[src/rtl/turn_input_cond.sv]
// Turn-signal input conditioner: two-flop synchronizers, per-channel debounce,
// and a four-state request FSM with registered left/right/chg outputs.
module turn_input_cond #(
    parameter int unsigned DEBOUNCE_CYCLES = 4
) (
    input  logic clk,
    input  logic reset,
    input  logic left_raw,
    input  logic right_raw,
    output logic left,
    output logic right,
    output logic chg
);

    localparam int unsigned CntW = $clog2(DEBOUNCE_CYCLES + 1);
    localparam logic [CntW-1:0] CntLast = CntW'(DEBOUNCE_CYCLES - 1);

    typedef enum logic [1:0] {
        StIdle,
        StLeft,
        StRight,
        StHazard
    } state_e;

    logic [1:0] w_raw;
    logic [1:0] w_deb;

    assign w_raw = {right_raw, left_raw};

    // Channel 0 is left, channel 1 is right.
    for (genvar g = 0; g < 2; g++) begin : g_chan
        logic            r_s1;
        logic            r_s2;
        logic            r_deb;
        logic            w_deb_d;
        logic [CntW-1:0] r_cnt;
        logic [CntW-1:0] w_cnt_d;

        always_ff @(posedge clk or negedge reset) begin
            if (!reset) begin
                r_s1  <= 1'b0;
                r_s2  <= 1'b0;
                r_deb <= 1'b0;
                r_cnt <= '0;
            end else begin
                r_s1  <= w_raw[g];
                r_s2  <= r_s1;
                r_deb <= w_deb_d;
                r_cnt <= w_cnt_d;
            end
        end

        // The level flips on the DEBOUNCE_CYCLES-th consecutive mismatching sample.
        always_comb begin
            w_deb_d = r_deb;
            w_cnt_d = r_cnt;
            if (r_s2 == r_deb) begin
                w_cnt_d = '0;
            end else if (r_cnt == CntLast) begin
                w_deb_d = r_s2;
                w_cnt_d = '0;
            end else begin
                w_cnt_d = r_cnt + 1'b1;
            end
        end

        assign w_deb[g] = r_deb;
    end

    state_e r_state;
    state_e w_state_d;
    logic   w_dl;
    logic   w_dr;
    logic   r_left;
    logic   r_right;
    logic   r_chg;

    assign w_dl = w_deb[0];
    assign w_dr = w_deb[1];

    always_comb begin
        w_state_d = r_state;
        unique case (r_state)
            StIdle: begin
                if (w_dl && w_dr) begin
                    w_state_d = StHazard;
                end else if (w_dl) begin
                    w_state_d = StLeft;
                end else if (w_dr) begin
                    w_state_d = StRight;
                end
            end
            StLeft: begin
                if (w_dl && w_dr) begin
                    w_state_d = StHazard;
                end else if (!w_dl) begin
                    w_state_d = StIdle;
                end
            end
            StRight: begin
                if (w_dl && w_dr) begin
                    w_state_d = StHazard;
                end else if (!w_dr) begin
                    w_state_d = StIdle;
                end
            end
            StHazard: begin
                if (!(w_dl && w_dr)) begin
                    w_state_d = StIdle;
                end
            end
            default: w_state_d = StIdle;
        endcase
    end

    // Outputs are registered from the next-state decode so they line up with r_state.
    always_ff @(posedge clk or negedge reset) begin
        if (!reset) begin
            r_state <= StIdle;
            r_left  <= 1'b0;
            r_right <= 1'b0;
            r_chg   <= 1'b0;
        end else begin
            r_state <= w_state_d;
            r_left  <= (w_state_d == StLeft) || (w_state_d == StHazard);
            r_right <= (w_state_d == StRight) || (w_state_d == StHazard);
            r_chg   <= (w_state_d != r_state);
        end
    end

    assign left  = r_left;
    assign right = r_right;
    assign chg   = r_chg;

endmodule

[config.mk]
export PLATFORM = sky130hd
export DESIGN_NAME = turn_input_cond
export DESIGN_NICKNAME = d
export VERILOG_FILES = /design/src/rtl/turn_input_cond.sv
export SDC_FILE = /design/constraint.sdc
export NUM_CORES = 1
export LEC_CHECK = 0
export CAP_MARGIN = 20
export CORE_MARGIN = 4
export CORE_UTILIZATION = 39
export CTS_CLUSTER_DIAMETER = 200
export DETAILED_ROUTE_END_ITERATION = 16
export SYNTH_ARGS = -nofsm -noshare
export SYNTH_HDL_FRONTEND = slang
export SYNTH_SLANG_ARGS = --single-unit
[constraint.sdc]
create_clock -name clk -period 1.3 [get_ports clk]
set_input_delay 0.26 -clock clk [delete_from_list [all_inputs] [get_ports clk]]
set_output_delay 0.26 -clock clk [all_outputs]
set_load 0.02 [all_outputs]
==> results of run 1 <==
-- power groups by stage --
stage | clock network, mW | registers, mW | logic, mW
3_5_place_dp | 0 | 0.751 | 0.495
5_1_grt | 0.287 | 0.755 | 0.501
4_1_cts | 0.262 | 0.739 | 0.466
6_report | 0.247 | 0.736 | 0.459
2_1_floorplan | 0 | 0.789 | 0.259
3_3_place_gp | 0 | 0.738 | 0.463
-- repair_timing --
item | in CTS | in global routing
hold buffers | 0 | 0
gates resized for setup | 3 | 1
endpoints found under the setup margin | 3 | 1
-- cells by family after synthesis --
logic type	after synthesis
DFF	16
xor gates and xnor gates	4
AOI/OAI and AO/OA	3
adders and majority gates	2
muxes	2
and+or+nand+nor	9
buffers and inverters	2
-- placed cells by master (no fill, tap or decap) --
cell,Yosys,layout
sky130_fd_sc_hd__buf_4,0,2
sky130_fd_sc_hd__dfrtp_1,16,16
sky130_fd_sc_hd__nor3_1,2,2
sky130_fd_sc_hd__mux2_2,2,2
sky130_fd_sc_hd__inv_1,2,2
sky130_fd_sc_hd__dlygate4sd2_1,0,2
sky130_fd_sc_hd__ha_1,2,2
sky130_fd_sc_hd__clkbuf_4,0,3
sky130_fd_sc_hd__clkdlybuf4s15_1,0,1
sky130_fd_sc_hd__xnor2_1,4,4
sky130_fd_sc_hd__a21oi_1,3,3
sky130_fd_sc_hd__nor2b_2,2,2
sky130_fd_sc_hd__nand2_1,1,1
sky130_fd_sc_hd__nor3b_1,4,4
sky130_fd_sc_hd__clkdlybuf4s50_1,0,3
-- per-stage QoR --
step,area (µm²),total power [mW],worst slack (ns)
after floorplan,567,1.05,0.206
after global placement,661,1.20,0.115
after detailed placement,661,1.25,0.0777
after CTS,679,1.47,0.0262
after global routing,681,1.54,0.0117
final,681,1.44,0.0725
-- routing by layer --
metal / wire length (µm) / vias up / track usage, %
met5: 0 / - / 0
met4: 25 / 0 / 10.2
met3: 45 / 4 / 3.52
met2: 420 / 8 / 15.4
met1: 311 / 151 / 9.80
li1: - / 147 / -
-- final cells by class --
| cell class | count | area [µm²] | share of cell area [%] |
|---|---|---|---|
| Timing Repair Buffer | 8 | 72.6 | 10.7 |
| Sequential cell | 16 | 400 | 58.8 |
| Clock buffer | 3 | 22.5 | 3.31 |
| Tap cell | 15 | 18.8 | 2.76 |
| Multi-Input combinational cell | 20 | 159 | 23.3 |
| Inverter | 2 | 7.51 | 1.10 |
-- final timing paths --
path | from | to | slack, ns | cells past startpoint
max | r_state[0]$_DFF_PN0_ | left | 0.07 | 1
min | reset | g_chan[0].r_cnt[1]$_DFF_PN0_ | 0.29 | 2
max reg2reg | g_chan[1].r_cnt[0]$_DFF_PN0_ | g_chan[1].r_deb$_DFFE_PN0P_ | 0.11 | 3
min reg2reg | g_chan[1].r_s1$_DFF_PN0_ | g_chan[1].r_s2$_DFF_PN0_ | 0.36 | 0
max in group asynchronous | reset | r_state[1]$_DFF_PN0_ | 0.83 | 2
min in group clk | g_chan[1].r_s1$_DFF_PN0_ | g_chan[1].r_s2$_DFF_PN0_ | 0.36 | 0
-- flip-flops by register name, summed over array words and instances, names as in the netlist --
register and flops:
g_chan.r_cnt 6, g_chan.r_deb 2, g_chan.r_s1 2, g_chan.r_s2 2, r_state 2, chg 1, right 1
-- worst register-to-register path, cell delays in order, from the launching register on --
cell                      delay (ns)
sky130_fd_sc_hd__dfrtp_1        0.37
sky130_fd_sc_hd__ha_1           0.17
sky130_fd_sc_hd__nor2b_2        0.19
sky130_fd_sc_hd__mux2_2         0.35
==> results.ini, run 1 <==
[drt]
first_pass_iters=1
drt_drc_violations_left=0
detail-route-antenna-nets=0
total_number_of_vias=310
wl_per_cell_um=12.6
detail_routed_via_count_per_cell=4.84
totalWireLength_um=804
detailedRoute.firstIterationViolations=0

[synthesis]
syn_inst_count=38
yosysUniqueCellTypes=10
synth_area_per_cell_um2=14.9
largest_family_of_logic_cells_by_synthesized_area=simple AND/OR/NAND/NOR gates
synth_seq_cells=16
synthMuxAreaShare_pct=3.97
synth.yosys.seq_area_share_pct=70.6
syn_nets=44
synth_area_in_simple_gates_pct=10.8
post-synth-top-count-cell=sky130_fd_sc_hd__dfrtp_1
synthFlopType=sky130_fd_sc_hd__dfrtp_1
yosys-top-cells-area=sky130_fd_sc_hd__dfrtp_1, sky130_fd_sc_hd__xnor2_1, sky130_fd_sc_hd__nor3b_1, sky130_fd_sc_hd__ha_1, sky130_fd_sc_hd__mux2_2
synth.yosys.warnings=0
synth.largest_area_cell=sky130_fd_sc_hd__dfrtp_1
synth_commonest_cells=sky130_fd_sc_hd__dfrtp_1, sky130_fd_sc_hd__nor3b_1, sky130_fd_sc_hd__xnor2_1
post_synth_fa_ha_maj_area_fraction_pct=4.42
synth_compound_gate_area_share_pct=2.65
synth_area_um2=567
synth_edf_count=0
fraction_of_synthesis_flops_using_an_asynchronous_set_or_reset_pin_pct=100
post_synth_xor_area_fraction_pct=6.18
netlist.area_leader.share_pct=70.6

[sta]
timing.final.max_slew_violations=0
maxSlewHeadroom_pct=82.8
worst_clock_skew_ns=0.00316
setup_repair_after_global_routing_missed_its_margin=no
finalHoldWorstSlack_ns=0.293
worst_pin_slew_ns=0.256
max_clk_rate_mhz=815
final.min_clock_period_ns=1.23
final_hold_viol_count=0
timing.final.crit_share_pct=94.4
setup-violations-final=0
tns_ns=0

[clocking]
clockRootBuffer=sky130_fd_sc_hd__clkbuf_4
ctsLongestPathBuffers=2
clk-insertion-delay-late_ns=0.28
cts_htree_levels=1
clock_tree_sinks=16
cts_made_buffers=3
tritoncts_clock_tree=built
post-cts-setup-buffers=0
post_cts_clock_slew_at_the_launch_and_capture_registers_of_the_worst_setup_and_hold_paths_ns=0.08

[worst_setup_path]
critical_path.max_fanout=2
cpLargestDelayFamily=flip-flops
critical_path.slowest_cell=sky130_fd_sc_hd__dfrtp_1
crit_path_max_incr_delay_ns=0.39
worstSetupPathType=flop to output pin
crit_path_start_kind=flop
critPathArrivalTime_ns=0.97
worst-path-buf-inv=1
critPathRequiredTime_ns=1.04
timing.critical_path.to_type=output pin
crit_chain=clkdlybuf4s15_1

[pwr]
p_leak_nw=0.316
combinationalPowerShare_pct=31.8
vdd_drop_max_mv=1.13
power.density_cell_area_nw_per_um2=2120
power.clock.fraction_pct=17.1
p_seq_share_pct=51.1
power_switching_share_pct=31.6
net_switching_component_of_the_power_uw=455
power_report.internal_total_uw=987

[floorplanning]
dieArea_um2=2130
dieHeight_um=46.1
dieWidth_um=46.1
core_area_um2=1330
floorplan.rows=13
initial_core_util_pct=42.5
top_level_ports=7

[status]
outcome=completed

[cells_and_area]
antennaDiodeCount=0
finalCoreUtilization_pct=51.0
fin_cells=64
finalNetCount=57
area_delta_synth_final_pct=20.1
num-fill-cells=119
drive_gt1_share_pct=18.4

[flow_run]
cap_violations=0

[global_routing]
number_of_global_route_vias_before_repair=311
wire_length_of_the_first_global_routing_pass_mm=1.35
grt_start_max_net_pins=17
overflow=0
globalRouteTotalUtil_pct=9.93
grt_antenna_before_repair=0

[place]
place.gp.congestion=0.670
placement.io_buffers=6
place.detailed.instances=61

[hold_path]
hold_class=input pin to async pin

Power figures use the tool's default switching activity.
==> run 2, diff against run 1 <==
GPL_TIMING_DRIVEN = 0   (was not set)
==> results.ini, run 2 (synthesis gave the netlist of run 1 again) <==
[status]
outcome=completed

[pwr]
p_leak_nw=0.306
power.density_cell_area_nw_per_um2=2140
vdd_drop_max_mv=1.06
total_power_mw=1.42

[drt]
totalWireLength_um=804
wl_per_cell_um=13.0
detail_routed_via_count_per_cell=4.73
drt_drc_violations_left=0
detail-route-antenna-nets=0
total_number_of_vias=293
detailedRoute.firstIterationViolations=4
first_pass_iters=2

[sta]
worst_pin_slew_ns=0.682
final_hold_viol_count=0
setup_repair_after_global_routing_missed_its_margin=no
max_clk_rate_mhz=825
finalHoldWorstSlack_ns=0.353
worst_clock_skew_ns=0.00317
tns_ns=0
timing.final.crit_share_pct=93.3
final.min_clock_period_ns=1.21
timing.final.max_slew_violations=0
post-route-worst-setup-slack_ns=0.0874
maxSlewHeadroom_pct=54.4
setup-violations-final=0

[clocking]
tritoncts_clock_tree=built
clockRootBuffer=sky130_fd_sc_hd__clkbuf_4
cts_made_buffers=3
ctsLongestPathBuffers=2
clock_tree_sinks=16
cts_htree_levels=1
post_cts_clock_slew_at_the_launch_and_capture_registers_of_the_worst_setup_and_hold_paths_ns=0.08
clk-insertion-delay-late_ns=0.27
post-cts-setup-buffers=0

[global_routing]
grt_start_max_net_pins=17
globalRouteTotalUtil_pct=10.1
number_of_global_route_vias_before_repair=345
grt_antenna_before_repair=0
wire_length_of_the_first_global_routing_pass_mm=1.46
overflow=0

[worst_setup_path]
critical_path.slowest_cell=sky130_fd_sc_hd__dfrtp_1
critPathArrivalTime_ns=0.95
crit_path_max_incr_delay_ns=0.37
critPathRequiredTime_ns=1.04
r2r_setup_slack_ns=0.09
reg2regPathDepth=3
timing.critical_path.to_type=output pin
crit_path_start_kind=flop
critical_path.max_fanout=1
cpLargestDelayFamily=flip-flops
reg2reg_from=g_chan[0].r_cnt[0]$_DFF_PN0_
worstSetupPathType=flop to output pin
reg_to_reg_critical_path_endpoint=g_chan[0].r_deb$_DFFE_PN0P_
worst-path-buf-inv=1
crit_chain=dlygate4sd2_1

[cells_and_area]
drive_gt1_share_pct=17.0
area_delta_synth_final_pct=16.6
largest_reg_flops=6
top_reg_by_flops=g_chan.r_cnt
final_common_cell=sky130_fd_sc_hd__dfrtp_1
finalInstanceArea_um2=661
antennaDiodeCount=0
num-fill-cells=120
finalNetCount=55
layout_common_cells=sky130_fd_sc_hd__dfrtp_1, sky130_fd_sc_hd__xnor2_1, sky130_fd_sc_hd__nor3b_1

[place]
placement.io_buffers=6
dpl-instance-area_um2=646
place.gp.congestion=0.681
dp_worst_setup_slack_ns=0.0207
post-dp-hpwl_um=626

[floorplanning]
dieWidth_um=46.1
dieArea_um2=2130
core_area_um2=1330
initial_core_util_pct=42.5
top_level_ports=7
floorplan.rows=13
dieHeight_um=46.1

[hold_path]
hold_start=g_chan[0].r_s1$_DFF_PN0_
timing.hold.worst_endpoint=g_chan[0].r_s2$_DFF_PN0_
whs_path_depth=0
hold_class=flop to flop

[flow_run]
cap_violations=0

-- run 2: final cells by class --
class / instances / area (µm²) / area share (%)
tap: 15 / 18.8 / 2.84
clock buffer: 3 / 22.5 / 3.41
multi-input combinational: 20 / 159 / 24.1
sequential: 16 / 400 / 60.6
timing repair buffer: 6 / 52.6 / 7.95
inverter: 2 / 7.51 / 1.14
-- run 2: what timing repair did --
action                                 4_1_cts  5_1_grt
endpoints found under the hold margin        0        0
hold buffers                                 0        0
setup endpoints to repair                    3        1
resized for setup                            4        1
-- run 2: metrics by stage --
stage | instances | utilization (%)
floorplan | 38 | -
global placement | 59 | 48.4
detailed placement | 59 | 48.4
CTS | 62 | 49.9
global route | 62 | 49.5
finish | 62 | 49.5
-- run 2: how the worst max path moves through the flow --
stage                                             from                          end  slack (ns)  cells after the start
final                                    chg$_DFF_PN0_                          chg        0.09                      1
after global routing      g_chan[0].r_cnt[0]$_DFF_PN0_  g_chan[0].r_deb$_DFFE_PN0P_        0.01                      3
after CTS                         r_state[0]$_DFF_PN0_                         left       0.008                      1
after detailed placement          r_state[0]$_DFF_PN0_                         left        0.02                      1
after global placement            r_state[0]$_DFF_PN0_                         left        0.04                      1
after floorplan           g_chan[0].r_cnt[0]$_DFF_PN0_  g_chan[0].r_deb$_DFFE_PN0P_        0.21                      3
-- run 2: routing by layer --
metal | GRT usage (%) | share of wire [%] | up-vias
li1 | - | - | 143
met1 | 11.2 | 41 | 146
met2 | 15.1 | 55 | 4
met3 | 3.13 | 4.0 | 0
met4 | 9.09 | 0 | 0
met5 | 0 | 0 | -
-- run 2: where the power goes --
group | total (mW) | switching (mW) | internal [mW]
registers | 0.750 | 0.107 | 0.643
logic | 0.426 | 0.215 | 0.211
clock network | 0.240 | 0.133 | 0.107
total | 1.42 | 0.455 | 0.961
==> run 3, diff against run 2 <==
HOLD_SLACK_MARGIN = 0.15   (was not set)
clock period = 1.4 ns   (was 1.3 ns; I/O delays follow)
==> results.ini, run 3 (synthesis gave the netlist of run 1 again) <==
[status]
outcome=completed

[drt]
detail_routed_via_count_per_cell=4.73
totalWireLength_um=802
first_pass_iters=2
total_number_of_vias=293
detail-route-antenna-nets=0
drt_drc_violations_left=0
detailedRoute.firstIterationViolations=4
wl_per_cell_um=12.9

[floorplanning]
dieArea_um2=2130
dieHeight_um=46.1
initial_core_util_pct=42.5
dieWidth_um=46.1
core_area_um2=1330
top_level_ports=7
floorplan.rows=13

[worst_setup_path]
crit_path_start_kind=flop
crit_chain=dlygate4sd2_1
r2r_setup_slack_ns=0.19
critPathArrivalTime_ns=1.04
cpLargestDelayFamily=flip-flops
worst-path-buf-inv=1
reg2reg_from=g_chan[0].r_cnt[0]$_DFF_PN0_
timing.critical_path.to_type=output pin
worstSetupPathType=flop to output pin
crit_path_max_incr_delay_ns=0.41
critPathRequiredTime_ns=1.12
critical_path.slowest_cell=sky130_fd_sc_hd__dfrtp_1
critical_path.max_fanout=4
reg_to_reg_critical_path_endpoint=g_chan[0].r_deb$_DFFE_PN0P_
reg2regPathDepth=3

[pwr]
p_leak_nw=0.308
vdd_drop_max_mv=1.01
power.density_cell_area_nw_per_um2=1980

[global_routing]
grt_start_max_net_pins=17
globalRouteTotalUtil_pct=10.1
wire_length_of_the_first_global_routing_pass_mm=1.46
overflow=0
grt_antenna_before_repair=0
number_of_global_route_vias_before_repair=345

[sta]
tns_ns=0
timing.final.crit_share_pct=94.1
finalHoldWorstSlack_ns=0.353
final_hold_viol_count=0
worst_clock_skew_ns=0.00315
setup-violations-final=0
worst_pin_slew_ns=0.682
setup_repair_after_global_routing_missed_its_margin=no
timing.final.max_slew_violations=0
final.min_clock_period_ns=1.32
maxSlewHeadroom_pct=54.4
max_clk_rate_mhz=759

[cells_and_area]
antennaDiodeCount=0
layout_common_cells=sky130_fd_sc_hd__dfrtp_1, sky130_fd_sc_hd__xnor2_1, sky130_fd_sc_hd__nor3b_1
area_delta_synth_final_pct=17.2
drive_gt1_share_pct=14.9
largest_reg_flops=6
top_reg_by_flops=g_chan.r_cnt
finalNetCount=55
final_common_cell=sky130_fd_sc_hd__dfrtp_1

[clocking]
cts_htree_levels=1
cts_made_buffers=3
tritoncts_clock_tree=built
cts_resized=3
post-cts-setup-buffers=0
ctsLongestPathBuffers=2
post_cts_clock_slew_at_the_launch_and_capture_registers_of_the_worst_setup_and_hold_paths_ns=0.08
clock_tree_sinks=16
clockRootBuffer=sky130_fd_sc_hd__clkbuf_4
postCtsHoldBufs=0
clk-insertion-delay-late_ns=0.27

[place]
post-dp-hpwl_um=626
place.gp.congestion=0.681
placement.io_buffers=6

[hold_path]
hold_start=g_chan[0].r_s1$_DFF_PN0_
hold_class=flop to flop
timing.hold.worst_endpoint=g_chan[0].r_s2$_DFF_PN0_
whs_path_depth=0

[flow_run]
cap_violations=0

==> run 3: cell count changes in the layout (fill, tap and decap cells not counted) <==
cell	before	now
sky130_fd_sc_hd__dlygate4sd2_1	2	3
sky130_fd_sc_hd__clkbuf_2	1	0
==> run 3: worst max path at each step <==
| stage | startpoint | to | slack [ns] | depth (start not counted) |
|---|---|---|---|---|
| 2_1_floorplan | g_chan[0].r_cnt[0]$_DFF_PN0_ | g_chan[0].r_deb$_DFFE_PN0P_ | 0.31 | 3 |
| 3_3_place_gp | r_state[0]$_DFF_PN0_ | left | 0.12 | 1 |
| 3_5_place_dp | r_state[0]$_DFF_PN0_ | left | 0.10 | 1 |
| 4_1_cts | r_state[0]$_DFF_PN0_ | left | 0.06 | 1 |
| 5_1_grt | r_state[0]$_DFF_PN0_ | left | 0.02 | 1 |
| 6_report | r_state[0]$_DFF_PN0_ | left | 0.08 | 1 |
==> run 3: layout make-up <==
class | count | area, µm²
Clock buffer | 3 | 22.5
Tap cell | 15 | 18.8
Sequential cell | 16 | 400
Multi-Input combinational cell | 20 | 159
Timing Repair Buffer | 6 | 56.3
Fill cell | 120 | 669
Inverter | 2 | 7.51
==> run 3: report_power, final <==
part           internal (mW)  switching (mW)  leakage (nW)  total, mW
Clock                 0.0996           0.124        0.0138      0.223
Combinational          0.200           0.199        0.0954      0.399
Sequential             0.597          0.0989         0.198      0.696
==> run 3: stage by stage <==
stage	cell area, µm²	worst slack [ns]	total power [mW]	util, %	instances
2_1_floorplan	567	0.306	0.973	-	38
3_3_place_gp	646	0.124	1.09	48.4	59
3_5_place_dp	646	0.101	1.14	48.4	59
4_1_cts	664	0.0619	1.35	49.8	62
5_1_grt	664	0.0238	1.42	49.8	62
6_report	664	0.0821	1.32	49.8	62
==> run 3: metal layers <==
| layer | vias up | global-route usage [%] | share of wire (%) |
|---|---|---|---|
| met5 | - | 0 | 0 |
| met4 | 0 | 9.09 | 0 |
| met3 | 0 | 3.13 | 4.0 |
| met2 | 4 | 15.1 | 55 |
| met1 | 146 | 11.2 | 41 |
| li1 | 143 | - | - |
